[src/rtl/fetch_unit.sv]
// ============================================================================
// Module   : fetch_unit
// Brief    : Instruction fetch stage with branch squash, stall and halt.
// Revision : 1.0
// ============================================================================
`default_nettype none

module fetch_unit #(
    parameter int                 PC_W       = 10,
    parameter int                 INSTR_W    = 9,
    parameter logic [INSTR_W-1:0] HALT_INSTR = {INSTR_W{1'b1}}
) (
    input  logic               CLK,
    input  logic               Reset_n,
    input  logic               start,
    input  logic               stall,
    input  logic               branch_abs,
    input  logic               branch_rel,
    input  logic [PC_W-1:0]    target,
    input  logic [INSTR_W-1:0] instr_in,
    output logic [PC_W-1:0]    PC,
    output logic [INSTR_W-1:0] instr_out,
    output logic               instr_valid,
    output logic               Halt,
    output logic [31:0]        cycle_ct
);

    localparam logic [31:0] C_CYCLE_MAX = 32'hFFFF_FFFF;

    typedef enum logic [1:0] {
        S_IDLE   = 2'd0,
        S_RUN    = 2'd1,
        S_HALTED = 2'd2
    } state_t;

    state_t             r_state;
    state_t             w_state_nxt;
    logic [PC_W-1:0]    r_pc;
    logic [PC_W-1:0]    w_pc_nxt;
    logic [PC_W-1:0]    r_addr;
    logic [PC_W-1:0]    w_addr_nxt;
    logic [INSTR_W-1:0] r_instr;
    logic [INSTR_W-1:0] w_instr_nxt;
    logic               r_valid;
    logic               w_valid_nxt;
    logic               r_halt;
    logic               w_halt_nxt;
    logic [31:0]        r_cycle;
    logic [31:0]        w_cycle_nxt;
    logic [PC_W-1:0]    w_rel_target;

    // Relative branches are taken from the address of the instruction being decoded.
    assign w_rel_target = r_addr + target;

    always_ff @(posedge CLK or negedge Reset_n) begin
        if (!Reset_n) begin
            r_state <= S_IDLE;
            r_pc    <= '0;
            r_addr  <= '0;
            r_instr <= '0;
            r_valid <= 1'b0;
            r_halt  <= 1'b0;
            r_cycle <= '0;
        end else begin
            r_state <= w_state_nxt;
            r_pc    <= w_pc_nxt;
            r_addr  <= w_addr_nxt;
            r_instr <= w_instr_nxt;
            r_valid <= w_valid_nxt;
            r_halt  <= w_halt_nxt;
            r_cycle <= w_cycle_nxt;
        end
    end

    always_comb begin
        w_state_nxt = r_state;
        w_pc_nxt    = r_pc;
        w_addr_nxt  = r_addr;
        w_instr_nxt = r_instr;
        w_valid_nxt = r_valid;
        w_halt_nxt  = r_halt;
        w_cycle_nxt = r_cycle;

        if (start) begin
            w_state_nxt = S_IDLE;
            w_pc_nxt    = '0;
            w_addr_nxt  = '0;
            w_instr_nxt = '0;
            w_valid_nxt = 1'b0;
            w_halt_nxt  = 1'b0;
            w_cycle_nxt = '0;
        end else begin
            case (r_state)
                S_IDLE: begin
                    w_state_nxt = S_RUN;
                    w_pc_nxt    = '0;
                    w_valid_nxt = 1'b0;
                end
                S_RUN: begin
                    if (!r_halt && (r_cycle != C_CYCLE_MAX)) begin
                        w_cycle_nxt = r_cycle + 32'd1;
                    end
                    // A stall freezes the whole fetch pipe and drops any branch request.
                    if (!stall) begin
                        if (r_valid && branch_abs) begin
                            w_pc_nxt    = target;
                            w_instr_nxt = instr_in;
                            w_addr_nxt  = r_pc;
                            w_valid_nxt = 1'b0;
                        end else if (r_valid && branch_rel) begin
                            w_pc_nxt    = w_rel_target;
                            w_instr_nxt = instr_in;
                            w_addr_nxt  = r_pc;
                            w_valid_nxt = 1'b0;
                        end else if (instr_in == HALT_INSTR) begin
                            w_instr_nxt = HALT_INSTR;
                            w_addr_nxt  = r_pc;
                            w_valid_nxt = 1'b1;
                            w_halt_nxt  = 1'b1;
                            w_state_nxt = S_HALTED;
                        end else begin
                            w_instr_nxt = instr_in;
                            w_addr_nxt  = r_pc;
                            w_valid_nxt = 1'b1;
                            w_pc_nxt    = r_pc + PC_W'(1);
                        end
                    end
                end
                S_HALTED: begin
                    w_valid_nxt = 1'b0;
                end
                default: begin
                    w_state_nxt = S_IDLE;
                end
            endcase
        end
    end

    assign PC          = r_pc;
    assign instr_out   = r_instr;
    assign instr_valid = r_valid;
    assign Halt        = r_halt;
    assign cycle_ct    = r_cycle;

endmodule

`default_nettype wire

[config.mk]
export PLATFORM = sky130hd
export DESIGN_NAME = fetch_unit
export DESIGN_NICKNAME = d
export VERILOG_FILES = /design/src/rtl/fetch_unit.sv
export SDC_FILE = /design/constraint.sdc
export NUM_CORES = 1
export LEC_CHECK = 0
export CORE_MARGIN = 3
export CORE_UTILIZATION = 55
export DETAILED_ROUTE_END_ITERATION = 6
export PLACE_DENSITY = 0.85
export SYNTH_ARGS = -nofsm -noshare
export SYNTH_HDL_FRONTEND = slang
export SYNTH_SLANG_ARGS = --single-unit
[constraint.sdc]
create_clock -name CLK -period 4.3 [get_ports CLK]
set_clock_uncertainty 0.1 [all_clocks]
set_input_delay 0.43 -clock CLK [delete_from_list [all_inputs] [get_ports CLK]]
set_output_delay 0.43 -clock CLK [all_outputs]
set_load 0.01 [all_outputs]
# Yosys cells after proc, flatten, opt, wreduce, memory -nomap -nowiden
# Index checks and enable logic that the tools add are counted.
[totals]
register_bits = 65
in_bits = 25
output_inout_bits = 53
wordCells = 75
[classes]
addsub = 3
n_eq_ne = 13
mux = 35
reduce_logical = 17
[ops]
columns = ["cell", "count"]
rows = [
  ["32-bit 2-to-1 mux", 3],
  ["10-bit 2-to-1 mux", 8],
  ["9-bit 2-to-1 mux", 6],
  ["32-bit by 1-bit adder with 32-bit output, second input constant", 1],
  ["32-bit inequality test, second input constant", 1],
  ["10-bit one-hot mux with 2 select lines", 1],
  ["3-bit inequality test, second input constant", 4],
  ["10-bit by 1-bit adder with 10-bit output, second input constant", 1],
  ["10-bit adder", 1],
  ["1-bit 2-to-1 mux", 10],
  ["2-bit 2-to-1 mux", 5],
  ["5-bit AND reduction", 2],
  ["9-bit equality test, second input constant", 1],
  ["2-bit inequality test, second input constant", 4],
  ["2-bit one-hot mux with 3 select lines", 1],
  ["2-bit AND reduction", 3],
  ["2-bit nonzero test", 3],
  ["3-bit nonzero test", 2],
  ["5-bit inequality test, second input constant", 1],
  ["1-bit logical AND", 3],
  ["3-bit AND reduction", 1],
  ["2-bit by 1-bit equality test with 1-bit output, second input constant", 1],
  ["2-bit equality test, second input constant", 1],
  ["2-bit zero test", 1],
  ["3 further kinds", 3],
]

# Depth between registers and ports, before layout
# Gate-level depths: netlist of run 1.
[depth]
word_depth = 7
depth_mapped = 8
ltp_nobuf = 8

# Worst setup path before layout of run 1
# OpenSTA, ideal clock, no wires.
[synth_timing]
kind = "input-to-reg"
startpoint = "input start"
endpoint = "register r_cycle[20], in the netlist cycle_ct[20]"
t_arrival_ns = 2.113
slack_ns = 2.009
path_stages = 7
n_path_buf = 2
cell_sequence = "clkbuf_1 -> inv_1 -> a2111o_1 -> a311o_1 -> buf_6 -> or3_1 -> a21oi_1"
[synth_between]
elab_chain_cells = 2
word_cells_on_any_way = 4
[synth_lines]
columns = ["element", "line_no", "text"]
rows = [
  ["start: declaration", "15", "input logic start,"],
  ["2-bit nonzero test (no line)", "n/a", ""],
  ["2-bit AND reduction (no line)", "n/a", ""],
  ["end signal: assignment", "71", "r_cycle <= w_cycle_nxt;"],
  ["end: declaration", "48", "logic [31:0] r_cycle;"],
]
# Parallel ways exist; a longest one is shown, timed or not.
# A chain may end at the register's enable or synchronous reset.

# Worst setup path in the final report of run 1
[layout_timing]
startpoint = "register r_state[0]"
endpoint = "register r_cycle[31], in the netlist cycle_ct[31]"
[layout_between]
elab_chain_cells = 3
[layout_lines]
columns = ["element", "line_no", "text"]
rows = [
  ["start: declaration", "36", "state_t r_state;"],
  ["start signal: assignment", "65", "r_state <= w_state_nxt;"],
  ["2-bit by 1-bit equality test with 1-bit output", "93", "case (r_state)"],
  ["2-bit nonzero test (no line)", "n/a", ""],
  ["2-bit AND reduction (no line)", "n/a", ""],
]
# No other way between the ends.

==> results of run 1 <==
worst paths after layout:
check,startpoint,to,slack [ns],depth (start not counted)
max,r_state[0]$_DFFE_PN0P_,cycle_ct[31]$_DFFE_PN0P_,1.49,5
min,Reset_n,instr_out[6]$_DFFE_PN0P_,0.17,1
max reg2reg,r_state[0]$_DFFE_PN0P_,cycle_ct[31]$_DFFE_PN0P_,1.49,5
min reg2reg,instr_out[7]$_DFFE_PN0P_,instr_out[7]$_DFFE_PN0P_,0.43,2
max in group asynchronous,Reset_n,cycle_ct[26]$_DFFE_PN0P_,3.06,2
min in group CLK,instr_out[7]$_DFFE_PN0P_,instr_out[7]$_DFFE_PN0P_,0.43,2
layer usage:
metal	track usage	vias to the layer above
met5	0	-
met4	0.09439	0
met3	0.04424	18
met2	0.4123	123
met1	0.3577	1814
li1	-	1774
worst max-delay path, delay by kind of cell (launching register included):
kind / cells / cell delay, ns
AO/OA/AOI/OAI: 2 / 1.22
flip-flops: 1 / 0.49
multiplexers: 1 / 0.30
AND/OR/NAND/NOR: 2 / 0.58
logic make-up (layout without fill, tap and decap cells):
| family | Yosys count | in the layout | synth area share |
|---|---|---|---|
| AOI/OAI and AO/OA | 125 | 125 | 0.2127 |
| xor gates and xnor gates | 18 | 18 | 0.04072 |
| adders and majority gates | 12 | 12 | 0.04072 |
| buffers and inverters | 36 | 113 | 0.03814 |
| DFF | 65 | 65 | 0.4202 |
| muxes | 7 | 7 | 0.02004 |
| and+or+nand+nor | 182 | 182 | 0.2275 |
through the flow:
| stage | cells | utilization |
|---|---|---|
| after global placement | 600 | 0.7137 |
| final | 615 | 0.7413 |
| after CTS | 615 | 0.7413 |
| after detailed placement | 600 | 0.7137 |
| after global routing | 615 | 0.7413 |
| after floorplan | 445 | - |
placed cells by master (no fill, tap or decap), types with 2 or more instances in the layout:
cell,count
clkdlybuf4s50_1,75
dfrtp_1,65
nand2_1,65
a21oi_1,50
nor2_1,30
o21ai_0,23
inv_1,19
nand3_1,17
or3_1,15
clkbuf_8,12
ha_1,11
nor3_1,10
xnor2_1,10
nand4_1,9
xor2_1,8
a21o_1,8
nor2b_1,7
and3_1,7
a211oi_1,7
and2_1,6
o31ai_1,6
mux2_2,6
a222oi_1,4
nor4_1,3
or2_2,3
a31oi_1,3
or4_1,3
o21a_1,2
a311oi_1,2
o2111ai_1,2
nand2b_1,2
a311o_1,2
a31o_2,2
a2111oi_0,2
buf_2,2
buf_4,2
power breakdown:
part | internal (mW) | total [mW] | switching (mW) | leakage (nW)
Clock | 0.253 | 0.478 | 0.225 | 0.0915
Sequential | 0.620 | 0.630 | 0.00974 | 0.900
Combinational | 0.0552 | 0.129 | 0.0736 | 0.945
cell type report:
| type | count | area (µm²) | share of cell area |
|---|---|---|---|
| Multi-Input combinational cell | 344 | 2097 | 0.4307 |
| Sequential cell | 65 | 1627 | 0.3341 |
| Timing Repair Buffer | 79 | 775.7 | 0.1593 |
| Clock buffer | 13 | 168.9 | 0.03470 |
| Tap cell | 93 | 116.4 | 0.02390 |
| Inverter | 19 | 71.32 | 0.01465 |
| Clock inverter | 2 | 12.51 | 0.002570 |
registers in the layout (all words and copies together) (netlist names):
| signal | flops |
|---|---|
| Halt | 1 |
| PC | 10 |
| cycle_ct | 32 |
| instr_out | 9 |
| instr_valid | 1 |
| r_addr | 10 |
| r_state | 2 |
==> metrics.md, run 1 <==
| Metric | Value |
|---|---|
| Final WL | 10.14 mm |
| ANT cells | 0 |
| Top sig layer | met4 |
| Starting Density | 0.5894 |
| Met3 WL post-DR | 599 µm |
| Num rows | 29 |
| Nets | 555 |
| Top_reg_cell synth | dfrtp_1 |
| P per Cell Area | 253.9 nW/µm² |
| ANT nets after route | 0 |
| DRT met1 WL | 4.519 mm |
| Pwr Total | 1.236 mW |
| Pins over their slew limit | 0 |
| Crit end category | flip-flop |
| Gr ovfl total | 0 |
| CTS tree | yes |
| HP Class | primary input to async pin |
| Via Count | 3,729 |
| Hold_ws | 0.1721 ns |
| Vias in the first global route | 3,552 |
| Core ar. | 6568 µm² |
| Dpl cell area | 4687 µm² |
| Die extent in y | 89.90 µm |
| Synthesis-to-finish area growth | 25.76% |
| Clock-pin slew on the worst setup and hold paths | 0.07 ns |
| Slack of the critical path | 1.487 ns |
| Area leader, netlist | dfrtp_1 |
| Final Hold Fails | 0 |
| Routability cong. | 0.9143 |
| Final Cell Area | 4868 µm² |
| Cell area after synthesis | 3871 µm² |
| Count of cell types in the netlist | 56 |
| Peak supply drop | 227.1 µV |
| Syn_area_per_cell | 8.699 µm² |
| Yosys warning total | 0 |
| Sequential cell area fraction in the yosys report | 0.4202 |
| Least-Margin Pin Slew | 1.040 ns |
| PortBufs | 77 |
| Fillers | 490 |
| DR WL met2 | 4.850 mm |
| Synthesized flop and latch total | 65 |
| Die width | 89.90 µm |
| Unrepaired setup endpoints after global routing | no |
| Worst slew margin | 0.3064 |
| Status | finished clean |
| Final period utilization | 0.6541 |
| Crit-path cells | or3b_1 -> a2111o_1 -> a311oi_2 -> nand4_1 -> mux2_2 |
| Startpoint types | flip-flop |
| Commonest cells post-synth | dfrtp_1 (65), nand2_1 (65), a21oi_1 (50) |
| Post-CTS setup buffer count | 0 |
| Hold-fix buffers, CTS | 0 |
| Detailed Route Iter0 Violations | 317 |
| Mapped Cells | 445 |
| Largest net degree at the start of global routing | 47 |
| Clock tree buffer depth | 2 |
| DR pass1 iterations | 5 |
| CP max stage delay | 0.77 ns |
| Initial antenna violation count | 0 |
| Root buffer cell | clkbuf_8 |
| Placement Setup Slack | 1.347 ns |
| WP data required | 4.42 ns |
| Worst Path Max Fanout | 14 |
| Leakage | 1.936 nW |
| H-tree Lvls | 3 |
| GRT Overall Usage | 0.2590 |
| Crit path DAT | 2.94 ns |
| Async set or reset register ratio after synthesis | 1.000 |
| Num ports | 78 |
| PostCTS Resize Cnt | 0 |
| Setup CP Type | flip-flop to flip-flop |
| CP max stage cell | a311oi_2 |
| Post-synth EDFFs | 0 |
| Maximum clock rate | 355.5 MHz |
| Worst skew pair latency | 0.34 ns |
| DR WL/cell | 16.49 µm |
| Post-route setup TNS | 0 ns |
| Global-route wire length before repair | 17.31 mm |
| Die footprint | 8081 µm² |
| Syn nets | 482 |
| CTS buffer count | 9 |
| Max_cap viols | 0 |
| DRC Markers | 0 |
| Vias/cell | 6.063 |
| Clk sinks | 65 |
| Share of layout cells above drive strength 1 | 0.05939 |
| DP Wirelength | 7.271 mm |
| Post-layout min period | 2.813 ns |
| Yosys top cell area share | 0.4202 |
| Synth area leaders | dfrtp_1 (42%), a21oi_1 (6.5%), nand2_1 (6.3%) |
| Final setup viols | 0 |
No activity file was read; power rests on OpenSTA's default activity.
==> run 2: changes to the inputs <==
--- a/config.mk
+++ b/config.mk
@@ -6,9 +6,9 @@
 export NUM_CORES = 1
 export LEC_CHECK = 0
 export CORE_MARGIN = 3
-export CORE_UTILIZATION = 55
+export CORE_UTILIZATION = 52
 export DETAILED_ROUTE_END_ITERATION = 6
-export PLACE_DENSITY = 0.85
+export PLACE_DENSITY = 0.81
 export SYNTH_ARGS = -nofsm -noshare
 export SYNTH_HDL_FRONTEND = slang
 export SYNTH_SLANG_ARGS = --single-unit
==> constraint.sdc (replaced) <==
create_clock -name CLK -period 2.9 [get_ports CLK]
set_clock_uncertainty 0.1 [all_clocks]
set_input_delay 0.29 -clock CLK [delete_from_list [all_inputs] [get_ports CLK]]
set_output_delay 0.29 -clock CLK [all_outputs]
set_load 0.01 [all_outputs]
==> run 2 against run 1 <==
Flip-flop and latch count unchanged. Clock power grew 46%. Worst setup slack lost 1.1 ns. Non-clock buffer count grew 6. Clock-buffer cell count down 2. Critical path depth is the same. Critical endpoint is now cycle_ct[26]$_DFFE_PN0P_. Highest routed layer unchanged.
==> metrics.md, run 2 (synthesized netlist as in run 1, its figures left out) <==
| Metric | Value |
|---|---|
| Status | finished clean |
| Crit end category | flip-flop |
| DRC Markers | 0 |
| ANT cells | 0 |
| Largest net degree at the start of global routing | 36 |
| Unrepaired setup endpoints after global routing | no |
| Die width | 92.28 µm |
| Peak supply drop | 264.4 µV |
| DR pass1 iterations | 5 |
| Synthesis-to-finish area growth | 27.18% |
| Final period utilization | 0.8760 |
| HP Class | primary input to flip-flop |
| Share of layout cells above drive strength 1 | 0.06994 |
| WP data required | 3.07 ns |
| Starting Density | 0.5515 |
| Dpl cell area | 4741 µm² |
| Worst R2R Setup Slack | 0.36 ns |
| Detailed Route Iter0 Violations | 203 |
| Core ar. | 7019 µm² |
| Met3 WL post-DR | 641 µm |
| Clock tree buffer depth | 2 |
| Worst skew pair latency | 0.35 ns |
| Maximum clock rate | 393.7 MHz |
| Via Count | 3,747 |
| Num rows | 30 |
| CP bufs+invs | 0 |
| CP max stage cell | dfrtp_1 |
| DR WL met2 | 5.163 mm |
| Global-route wire length before repair | 17.27 mm |
| Root buffer cell | clkbuf_8 |
| Hold-fix buffers, CTS | 1 |
| Setup CP Type | flip-flop to flip-flop |
| PortBufs | 77 |
| Final Cell Area | 4923 µm² |
| CTS tree | yes |
| Max FFs per register | 32 |
| Crit path DAT | 2.71 ns |
| Nets | 561 |
| Gr ovfl total | 0 |
| DR WL/cell | 16.79 µm |
| Most frequent cells in the layout | clkdlybuf4s50_1 (75), dfrtp_1 (65), nand2_1 (65) |
| Final WL | 10.49 mm |
| ANT nets after route | 0 |
| Least-Margin Pin Slew | 0.8020 ns |
| Post-layout min period | 2.540 ns |
| Vias/cell | 5.995 |
| GRT Overall Usage | 0.2538 |
| Final Hold Fails | 0 |
| Max_cap viols | 0 |
| CP max stage delay | 0.48 ns |
| P per Cell Area | 370.7 nW/µm² |
| Pins over their slew limit | 0 |
| Final setup viols | 0 |
| Commonest non-fill, non-tap cell in the layout | clkdlybuf4s50_1 |
| CTS buffer count | 9 |
| Top sig layer | met4 |
| Post-CTS setup buffer count | 0 |
| Worst slew margin | 0.4578 |
| PostCTS Resize Cnt | 0 |
| Worst path top cell family by delay | compound AO/OA/AOI/OAI gates |
| Clk sinks | 65 |
| Die footprint | 8516 µm² |
| Routability cong. | 0.8741 |
| Num ports | 78 |
| Worst Path Max Fanout | 14 |
| Initial antenna violation count | 0 |
| Post-route setup TNS | 0 ns |
| Vias in the first global route | 3,553 |
| Leakage | 1.967 nW |
| Clock-pin slew on the worst setup and hold paths | 0.07 ns |
| DP Wirelength | 7.487 mm |
| Crit-path cells | or3b_1 -> a2111o_1 -> a311o_1 -> or4_1 -> a21oi_1 |
| DRT met1 WL | 4.518 mm |
| Die extent in y | 92.28 µm |
| H-tree Lvls | 3 |
| Startpoint types | flip-flop |
## run 2: cell count changes in the layout (fill, tap and decap cells not counted), sizes merged
cell	before	now
buf	4	9
clkinv	1	4
clkbuf	13	11
dlygate4sd3	0	1
## run 2: path summary, 6_finish.rpt
path                                               start  cells past startpoint                        to
worst min-delay path                               start                      3   instr_valid$_DFFE_PN0P_
worst max register to register    r_state[0]$_DFFE_PN0P_                      5  cycle_ct[26]$_DFFE_PN0P_
worst min register to register  instr_out[5]$_DFFE_PN0P_                      2  instr_out[5]$_DFFE_PN0P_
worst max-delay path              r_state[0]$_DFFE_PN0P_                      5  cycle_ct[26]$_DFFE_PN0P_
min in group asynchronous                        Reset_n                      2  instr_out[6]$_DFFE_PN0P_
max in group asynchronous                        Reset_n                      3     r_addr[5]$_DFFE_PN0P_
## run 2: where the power goes
group	switching, mW	internal [mW]	leakage, nW
clock network	0.365	0.331	0.0891
logic	0.110	0.0861	0.978
registers	0.0153	0.919	0.900
## run 2: layout make-up
| type | count | area (µm²) |
|---|---|---|
| clock inverter | 5 | 31.28 |
| sequential | 65 | 1627 |
| multi-input combinational | 344 | 2097 |
| tap | 96 | 120.1 |
| clock buffer | 11 | 141.4 |
| timing repair buffer | 85 | 835.8 |
| fill | 560 | 2096 |
| inverter | 19 | 71.32 |
## run 2: layer usage
metal	up-vias	global-route usage
met5	-	0
met4	0	0.08540
met3	13	0.04840
met2	125	0.4258
met1	1824	0.3293
li1	1785	-
## run 2: metrics by stage
stage	worst slack, ns	cells	hold slack, ns	util	power, mW
finish	0.3597	625	0.2806	0.7014	1.825
global route	0.2348	625	0.3006	0.7014	1.896
global placement	0.4490	608	0.2786	0.6754	1.141
floorplan	0.6168	445	-0.1056	-	1.037
detailed placement	0.3813	608	0.2784	0.6754	1.145
CTS	0.3642	625	0.2670	0.7014	1.840
## run 2: worst min-delay path: stages
cell and delay, ns:
buf_2 0.12, inv_1 0.12, o2111a_1 0.15
